===== config.mk =====
export PLATFORM = sky130hd
export DESIGN_NAME = mac_dot_sequencer
export DESIGN_NICKNAME = d
export VERILOG_FILES = /design/src/rtl/mac_dot_sequencer.sv
export SDC_FILE = /design/constraint.sdc
export NUM_CORES = 2
export LEC_CHECK = 0
export CORE_ASPECT_RATIO = 2
export CORE_MARGIN = 2
export CORE_UTILIZATION = 33
export DETAILED_ROUTE_END_ITERATION = 16
export SYNTH_ARGS = -nofsm -noshare
export SYNTH_HDL_FRONTEND = slang
export SYNTH_SLANG_ARGS = --single-unit

===== constraint.sdc =====
create_clock -name clk -period 3.17 [get_ports clk]
set_input_delay 0.4755 -clock clk [delete_from_list [all_inputs] [get_ports clk]]
set_output_delay 0.4755 -clock clk [all_outputs]
set_load 0.005 [all_outputs]

===== src/rtl/mac_dot_sequencer.sv =====
// rtl/mac_dot_sequencer.sv - buffers A/B operand vectors and sequences one mac_128 through a dot product.
// Optional overflow shadow accumulator enabled by defining MAC_SEQ_OVF_EN.
module mac_dot_sequencer #(
    parameter int IN_WIDTH  = 16,
    parameter int ACC_WIDTH = 39,
    parameter int DEPTH     = 128,
    localparam int AW       = $clog2(DEPTH)
) (
    input  logic                 clk,
    input  logic                 rst_n,
    input  logic                 wr_en,
    input  logic                 wr_sel,
    input  logic [AW-1:0]        wr_addr,
    input  logic [IN_WIDTH-1:0]  wr_data,
    input  logic                 start,
    input  logic [AW:0]          len,
    output logic                 busy,
    output logic                 err,
    output logic                 mac_acc_rst,
    output logic [IN_WIDTH-1:0]  mac_a,
    output logic [IN_WIDTH-1:0]  mac_b,
    input  logic [ACC_WIDTH-1:0] mac_result,
    output logic                 res_valid,
    input  logic                 res_ready,
    output logic [ACC_WIDTH-1:0] res_data,
    output logic                 res_ovf
);

    typedef enum logic [2:0] {
        S_IDLE,
        S_CLEAR,
        S_STREAM,
        S_DRAIN1,
        S_DRAIN2,
        S_OUT
    } state_t;

    state_t               r_state;
    state_t               w_state_nxt;
    logic [AW:0]          r_len;
    logic [AW:0]          w_len_nxt;
    logic [AW:0]          r_idx;
    logic [AW:0]          w_idx_nxt;
    logic                 r_busy;
    logic                 r_err;
    logic                 w_err_nxt;
    logic                 r_acc_rst;
    logic                 w_acc_rst_nxt;
    logic [IN_WIDTH-1:0]  r_a;
    logic [IN_WIDTH-1:0]  w_a_nxt;
    logic [IN_WIDTH-1:0]  r_b;
    logic [IN_WIDTH-1:0]  w_b_nxt;
    logic                 r_res_valid;
    logic                 w_res_valid_nxt;
    logic [ACC_WIDTH-1:0] r_res_data;
    logic [ACC_WIDTH-1:0] w_res_data_nxt;
    logic                 w_len_bad;

    logic [IN_WIDTH-1:0]  r_buf_a [DEPTH];
    logic [IN_WIDTH-1:0]  r_buf_b [DEPTH];

    assign w_len_bad = (len == '0) || (len > (AW+1)'(DEPTH));

    // Operand buffers carry no reset; host rewrites them before every operation.
    always_ff @(posedge clk) begin
        if (wr_en && (r_state == S_IDLE)) begin
            if (wr_sel) begin
                r_buf_b[wr_addr] <= wr_data;
            end else begin
                r_buf_a[wr_addr] <= wr_data;
            end
        end
    end

    always_comb begin
        w_state_nxt     = r_state;
        w_len_nxt       = r_len;
        w_idx_nxt       = r_idx;
        w_err_nxt       = 1'b0;
        w_acc_rst_nxt   = 1'b0;
        w_a_nxt         = r_a;
        w_b_nxt         = r_b;
        w_res_valid_nxt = r_res_valid;
        w_res_data_nxt  = r_res_data;
        case (r_state)
            S_IDLE: begin
                if (start) begin
                    if (w_len_bad) begin
                        w_err_nxt = 1'b1;
                    end else begin
                        w_len_nxt     = len;
                        w_idx_nxt     = '0;
                        w_acc_rst_nxt = 1'b1;
                        w_state_nxt   = S_CLEAR;
                    end
                end
            end
            S_CLEAR: begin
                w_a_nxt     = r_buf_a[0];
                w_b_nxt     = r_buf_b[0];
                w_idx_nxt   = (AW+1)'(1);
                w_state_nxt = S_STREAM;
            end
            S_STREAM: begin
                // r_idx == r_len means A[N-1] has just had its cycle on the bus.
                if (r_idx == r_len) begin
                    w_a_nxt     = '0;
                    w_b_nxt     = '0;
                    w_state_nxt = S_DRAIN1;
                end else begin
                    w_a_nxt   = r_buf_a[r_idx[AW-1:0]];
                    w_b_nxt   = r_buf_b[r_idx[AW-1:0]];
                    w_idx_nxt = r_idx + (AW+1)'(1);
                end
            end
            S_DRAIN1: begin
                w_state_nxt = S_DRAIN2;
            end
            S_DRAIN2: begin
                w_res_data_nxt  = mac_result;
                w_res_valid_nxt = 1'b1;
                w_state_nxt     = S_OUT;
            end
            S_OUT: begin
                if (res_ready) begin
                    w_res_valid_nxt = 1'b0;
                    w_state_nxt     = S_IDLE;
                end
            end
            default: begin
                w_state_nxt = S_IDLE;
            end
        endcase
    end

    always_ff @(posedge clk or negedge rst_n) begin
        if (!rst_n) begin
            r_state     <= S_IDLE;
            r_len       <= '0;
            r_idx       <= '0;
            r_busy      <= 1'b0;
            r_err       <= 1'b0;
            r_acc_rst   <= 1'b0;
            r_a         <= '0;
            r_b         <= '0;
            r_res_valid <= 1'b0;
            r_res_data  <= '0;
        end else begin
            r_state     <= w_state_nxt;
            r_len       <= w_len_nxt;
            r_idx       <= w_idx_nxt;
            r_busy      <= (w_state_nxt != S_IDLE);
            r_err       <= w_err_nxt;
            r_acc_rst   <= w_acc_rst_nxt;
            r_a         <= w_a_nxt;
            r_b         <= w_b_nxt;
            r_res_valid <= w_res_valid_nxt;
            r_res_data  <= w_res_data_nxt;
        end
    end

`ifdef MAC_SEQ_OVF_EN
    logic [ACC_WIDTH:0]    r_shadow;
    logic                  r_res_ovf;
    logic [2*IN_WIDTH-1:0] w_prod;

    assign w_prod = {{IN_WIDTH{1'b0}}, r_a} * {{IN_WIDTH{1'b0}}, r_b};

    // Shadow sum tracks the MAC one bit wider so a wrap of res_data is visible.
    always_ff @(posedge clk or negedge rst_n) begin
        if (!rst_n) begin
            r_shadow  <= '0;
            r_res_ovf <= 1'b0;
        end else begin
            if (r_state == S_CLEAR) begin
                r_shadow <= '0;
            end else if (r_state == S_STREAM) begin
                r_shadow <= r_shadow + (ACC_WIDTH+1)'(w_prod);
            end
            if (r_state == S_DRAIN2) begin
                r_res_ovf <= r_shadow[ACC_WIDTH];
            end else if ((r_state == S_OUT) && res_ready) begin
                r_res_ovf <= 1'b0;
            end
        end
    end

    assign res_ovf = r_res_ovf;
`else
    assign res_ovf = 1'b0;
`endif

    assign busy        = r_busy;
    assign err         = r_err;
    assign mac_acc_rst = r_acc_rst;
    assign mac_a       = r_a;
    assign mac_b       = r_b;
    assign res_valid   = r_res_valid;
    assign res_data    = r_res_data;

endmodule

==> impl_results.md <==
- Result of the run: finished with violations
- Violations in the final reports: negative setup slack
- Area fraction in compound gates after synthesis: 0.0267
- Max cap viols: 0
- Post-Syn Area per Cell: ~22 µm²
- Largest net degree at the start of global routing: 94
- Area share of the largest cell type after synthesis: 0.759
- Synthesis warning total: 0
- Boundary pin count: around 150
- Wire per inst: around 32 µm
- Headroom to the max-slew limit: 0.182
- Share of synthesized registers carrying an async set or reset: 0.0224
- CTS H-tree lvls: 5
- Worst vdd ir: 0.000448 V
- Cell total after placement: roughly 14,000
- Flops & latches, synth: approximately 4,200
- Final ANT Viol Nets: 0
- Initial antenna violation count: 19
- Vias in the first global route: 85,168
- Cell area power density: 746 mW/mm²
- Synth Instances: between 7,000 and 8,000
- Clock power frac: 0.309
- Cell row count: 363
- Combinational family with the most area after synthesis: multiplexers
- Worst hold margin: 0.00875 ns
- GRT Total Usage: 0.187
- CTS tree: yes
- Static Leak: roughly 59 nW
- Nature of the critical path endpoint: flip-flop
- Router iterations before antenna repair: 6
- Crit share post-route: 1.01
- Clock transition at the registers of the reported paths: 0.07 ns
- Count of buffers from port buffering: 150
- Clock Skew: 0.0413 ns
- Category of the worst setup path launch point: flip-flop
- Minimum setup slack after placement: -0.422 ns
- Detailed router's first-iteration violation count: approximately 9,000
- Buffer depth of the longest clock path: 4
- Worst-Margin Slew: 1.23 ns
- Worst hold path type: primary input to flip-flop
- Ratio of cells with drive above 1 in the final layout: 0.293
- Core Util, Final: 0.394
- Count of flip-flops with a built-in enable after synthesis: 4,096
- Largest fanout on the critical path: 16
- Crit-path cells: buf_12, buf_4, mux4_2, mux2i_1, o22ai_1, nor3_2, a21oi_2, a211o_1
- Number of vias after detailed routing: just over 80,000
- Largest cells by area after synthesis: sky130_fd_sc_hd__edfxtp_1, sky130_fd_sc_hd__mux4_2, sky130_fd_sc_hd__mux2i_1
- Type of the setup path with the least slack: flip-flop to flip-flop
- Vert. Die Dim: 995 µm
- Number of buffer and inverter instances along the worst setup path: 2
- Portion of netlist area occupied by mux cells: 0.168
- Area growth from synthesis to layout: 18.9%
- CP peak stage delay: 0.62 ns
- Adder and majority cell fraction of the synthesized area: 0.0000773
- Final hold viol count: 0
- Average vias per placed instance: 5.39
- Cell family with the largest share of critical-path delay: multiplexers
- Max-slew violation count: 0
- Sequential cell fraction of total power: 0.434
- First-pass GRT wire length: 662 mm
- Number of buffers created by CTS: around 350
- Detailed Route WL: 478 mm
- Xor/xnor share of the synthesized area: 0.000433
- Layout Nets: 8,530
- Final cell count without fillers: 15,144
- Switching power of the nets: a little over 40 mW
- Placeable core area: between 0.4 and 0.5 mm²
- Switching part of the total: 0.283
- Number of sinks handled by clock tree synthesis: ~4,200
- Combinational cell fraction of total power: 0.257
- Detailed placement HPWL: 321 mm
- Setup slack after layout: -0.0209 ns
- Simple-gate portion of the synthesized area: 0.0168
- Area of the mapped netlist: 0.162 mm²
- Register area share after synthesis: 0.774
- Synth Flop Type: sky130_fd_sc_hd__edfxtp_1
- Tmin final: roughly 3.2 ns
- Synth cell types: 58
- Overall die area: 0.497 mm²
- Count of unresolved DRC violations after routing: 0
- Internal power consumption: approximately 100 mW
- Routability Congestion: 0.888
- Largest area contributor in the netlist: sky130_fd_sc_hd__edfxtp_1
- Highest achievable clock rate: between 0.3 and 0.4 GHz
- Initial core utilization: 0.331
- Net count after synthesis: 7,591
- Critical Path RT: 3.98 ns
- Setup-violating endpoint count in the final report: 1
- Crit path DAT: 4.00 ns
- Cell with the biggest individual delay on the critical path: sky130_fd_sc_hd__mux4_2
- Unrepaired setup endpoints after global routing: yes
- Global-route congestion overflow total: 0
- Die width: 499 µm
- Source-to-sink clock delay at the later pin of the worst-skew pair: around 0.95 ns
- Root Buffer Master: sky130_fd_sc_hd__clkbuf_16
## synthesized netlist by cell type (10+ instances only)
cell,number
sky130_fd_sc_hd__buf_2,187
sky130_fd_sc_hd__nor2b_1,25
sky130_fd_sc_hd__mux2_2,57
sky130_fd_sc_hd__edfxtp_1,4096
sky130_fd_sc_hd__o31ai_1,10
sky130_fd_sc_hd__nor3_1,24
sky130_fd_sc_hd__mux4_2,932
sky130_fd_sc_hd__a211o_1,19
sky130_fd_sc_hd__a31oi_1,55
sky130_fd_sc_hd__nand3_1,22
sky130_fd_sc_hd__nand2b_1,37
sky130_fd_sc_hd__nor2_1,313
sky130_fd_sc_hd__o21ai_0,121
sky130_fd_sc_hd__o22ai_1,76
sky130_fd_sc_hd__mux2i_1,565
sky130_fd_sc_hd__nand2_1,180
sky130_fd_sc_hd__a21oi_1,147
sky130_fd_sc_hd__buf_6,24
sky130_fd_sc_hd__buf_1,32
sky130_fd_sc_hd__clkbuf_1,166
sky130_fd_sc_hd__buf_4,30
sky130_fd_sc_hd__a22oi_1,175
sky130_fd_sc_hd__nand4_1,12
sky130_fd_sc_hd__dfrtp_1,94
## area by class of cell
cell class | instances | area, µm²
multi-input combinational | 2879 | 35100
clock buffer | 460 | 9590
sequential | 4190 | 125000
clock inverter | 179 | 2030
tap | 6387 | 7990
inverter | 5 | 18.8
antenna | 20 | 50.0
fill | 42904 | 296000
timing repair buffer | 1024 | 12500
## metrics by stage
stage,setup TNS (ns),cell area [µm²],total power [mW]
after floorplan,0,162000,83.5
after global placement,-3.02,180000,99.5
after detailed placement,-2.45,180000,99.9
after CTS,-0.170,192000,144
after global routing,-0.278,193000,148
final,-0.0209,193000,144
## placed cells by master, fill, tap and decap left out, types with 52 or more instances in the layout
cell and instances:
sky130_fd_sc_hd__clkbuf_16 361, sky130_fd_sc_hd__clkbuf_1 77, sky130_fd_sc_hd__buf_12 330, sky130_fd_sc_hd__buf_4 522
sky130_fd_sc_hd__clkinv_1 52, sky130_fd_sc_hd__edfxtp_1 4096, sky130_fd_sc_hd__a21oi_1 139, sky130_fd_sc_hd__o22ai_1 71
sky130_fd_sc_hd__mux2i_1 555, sky130_fd_sc_hd__clkdlybuf4s50_1 132, sky130_fd_sc_hd__nor2_2 69, sky130_fd_sc_hd__o21ai_0 100
sky130_fd_sc_hd__mux4_2 932, sky130_fd_sc_hd__nor2_1 243, sky130_fd_sc_hd__a22oi_1 171, sky130_fd_sc_hd__dfrtp_1 84
sky130_fd_sc_hd__mux2_2 57, sky130_fd_sc_hd__nand2_1 172
## logic make-up after synthesis
| kind of cell | Yosys count |
|---|---|
| AOI/OAI and AO/OA | 677 |
| xor gates and xnor gates | 8 |
| and+or+nand+nor | 638 |
| other | 1 |
| adders and majority gates | 1 |
| DFF | 4190 |
| buffers and inverters | 445 |
| muxes | 1554 |
## power groups by stage
stage / Combinational, mW / Sequential [mW] / Clock, mW
2_1_floorplan: 20.6 / 62.9 / 0
3_3_place_gp: 36.0 / 63.5 / 0
3_5_place_dp: 36.3 / 63.5 / 0
4_1_cts: 36.9 / 62.3 / 45.1
5_1_grt: 38.4 / 62.3 / 47.0
6_report: 36.9 / 62.4 / 44.5
## state kept, by name, summed over array words and instances, names as in the netlist, 3 cells and up
signal	cells
r_state	3
r_len	8
r_buf_b	2048
mac_b	16
mac_a	16
r_idx	8
r_buf_a	2048
res_data	39
## path summary, 6_finish.rpt
path / start / endpoint / slack [ns] / cells past startpoint
max in group asynchronous: rst_n / mac_a[4]$_DFFE_PN0P_ / 2.06 / 3
worst max register to register: r_idx[0]$_DFFE_PN0P_ / mac_b[11]$_DFFE_PN0P_ / -0.02 / 8
worst min-delay path: wr_data[4] / r_buf_b[109][4]$_DFFE_PP_ / 0.009 / 1
worst min register to register: res_valid$_DFFE_PN0P_ / res_valid$_DFFE_PN0P_ / 0.50 / 1
min in group asynchronous: rst_n / mac_a[2]$_DFFE_PN0P_ / 0.24 / 2
worst max-delay path: r_idx[0]$_DFFE_PN0P_ / mac_b[11]$_DFFE_PN0P_ / -0.02 / 8
## repair_timing
action                     4_1_cts  5_1_grt
setup endpoints to repair       32       27
setup buffers                   10        6
hold buffers                     5        0
cloned                           2        1
hold endpoints to repair        93        0
gates resized for setup         63       62
pin swaps                        0        2
## layer usage
| metal | up-vias | GRT usage | routed length (µm) |
|---|---|---|---|
| li1 | 33245 | - | - |
| met5 | - | 0 | 61 |
| met4 | 8 | 0.122 | 36700 |
| met2 | 3306 | 0.350 | 258000 |
| met3 | 958 | 0.0216 | 25500 |
| met1 | 44056 | 0.197 | 158000 |
(Power assumes the default switching activity.)
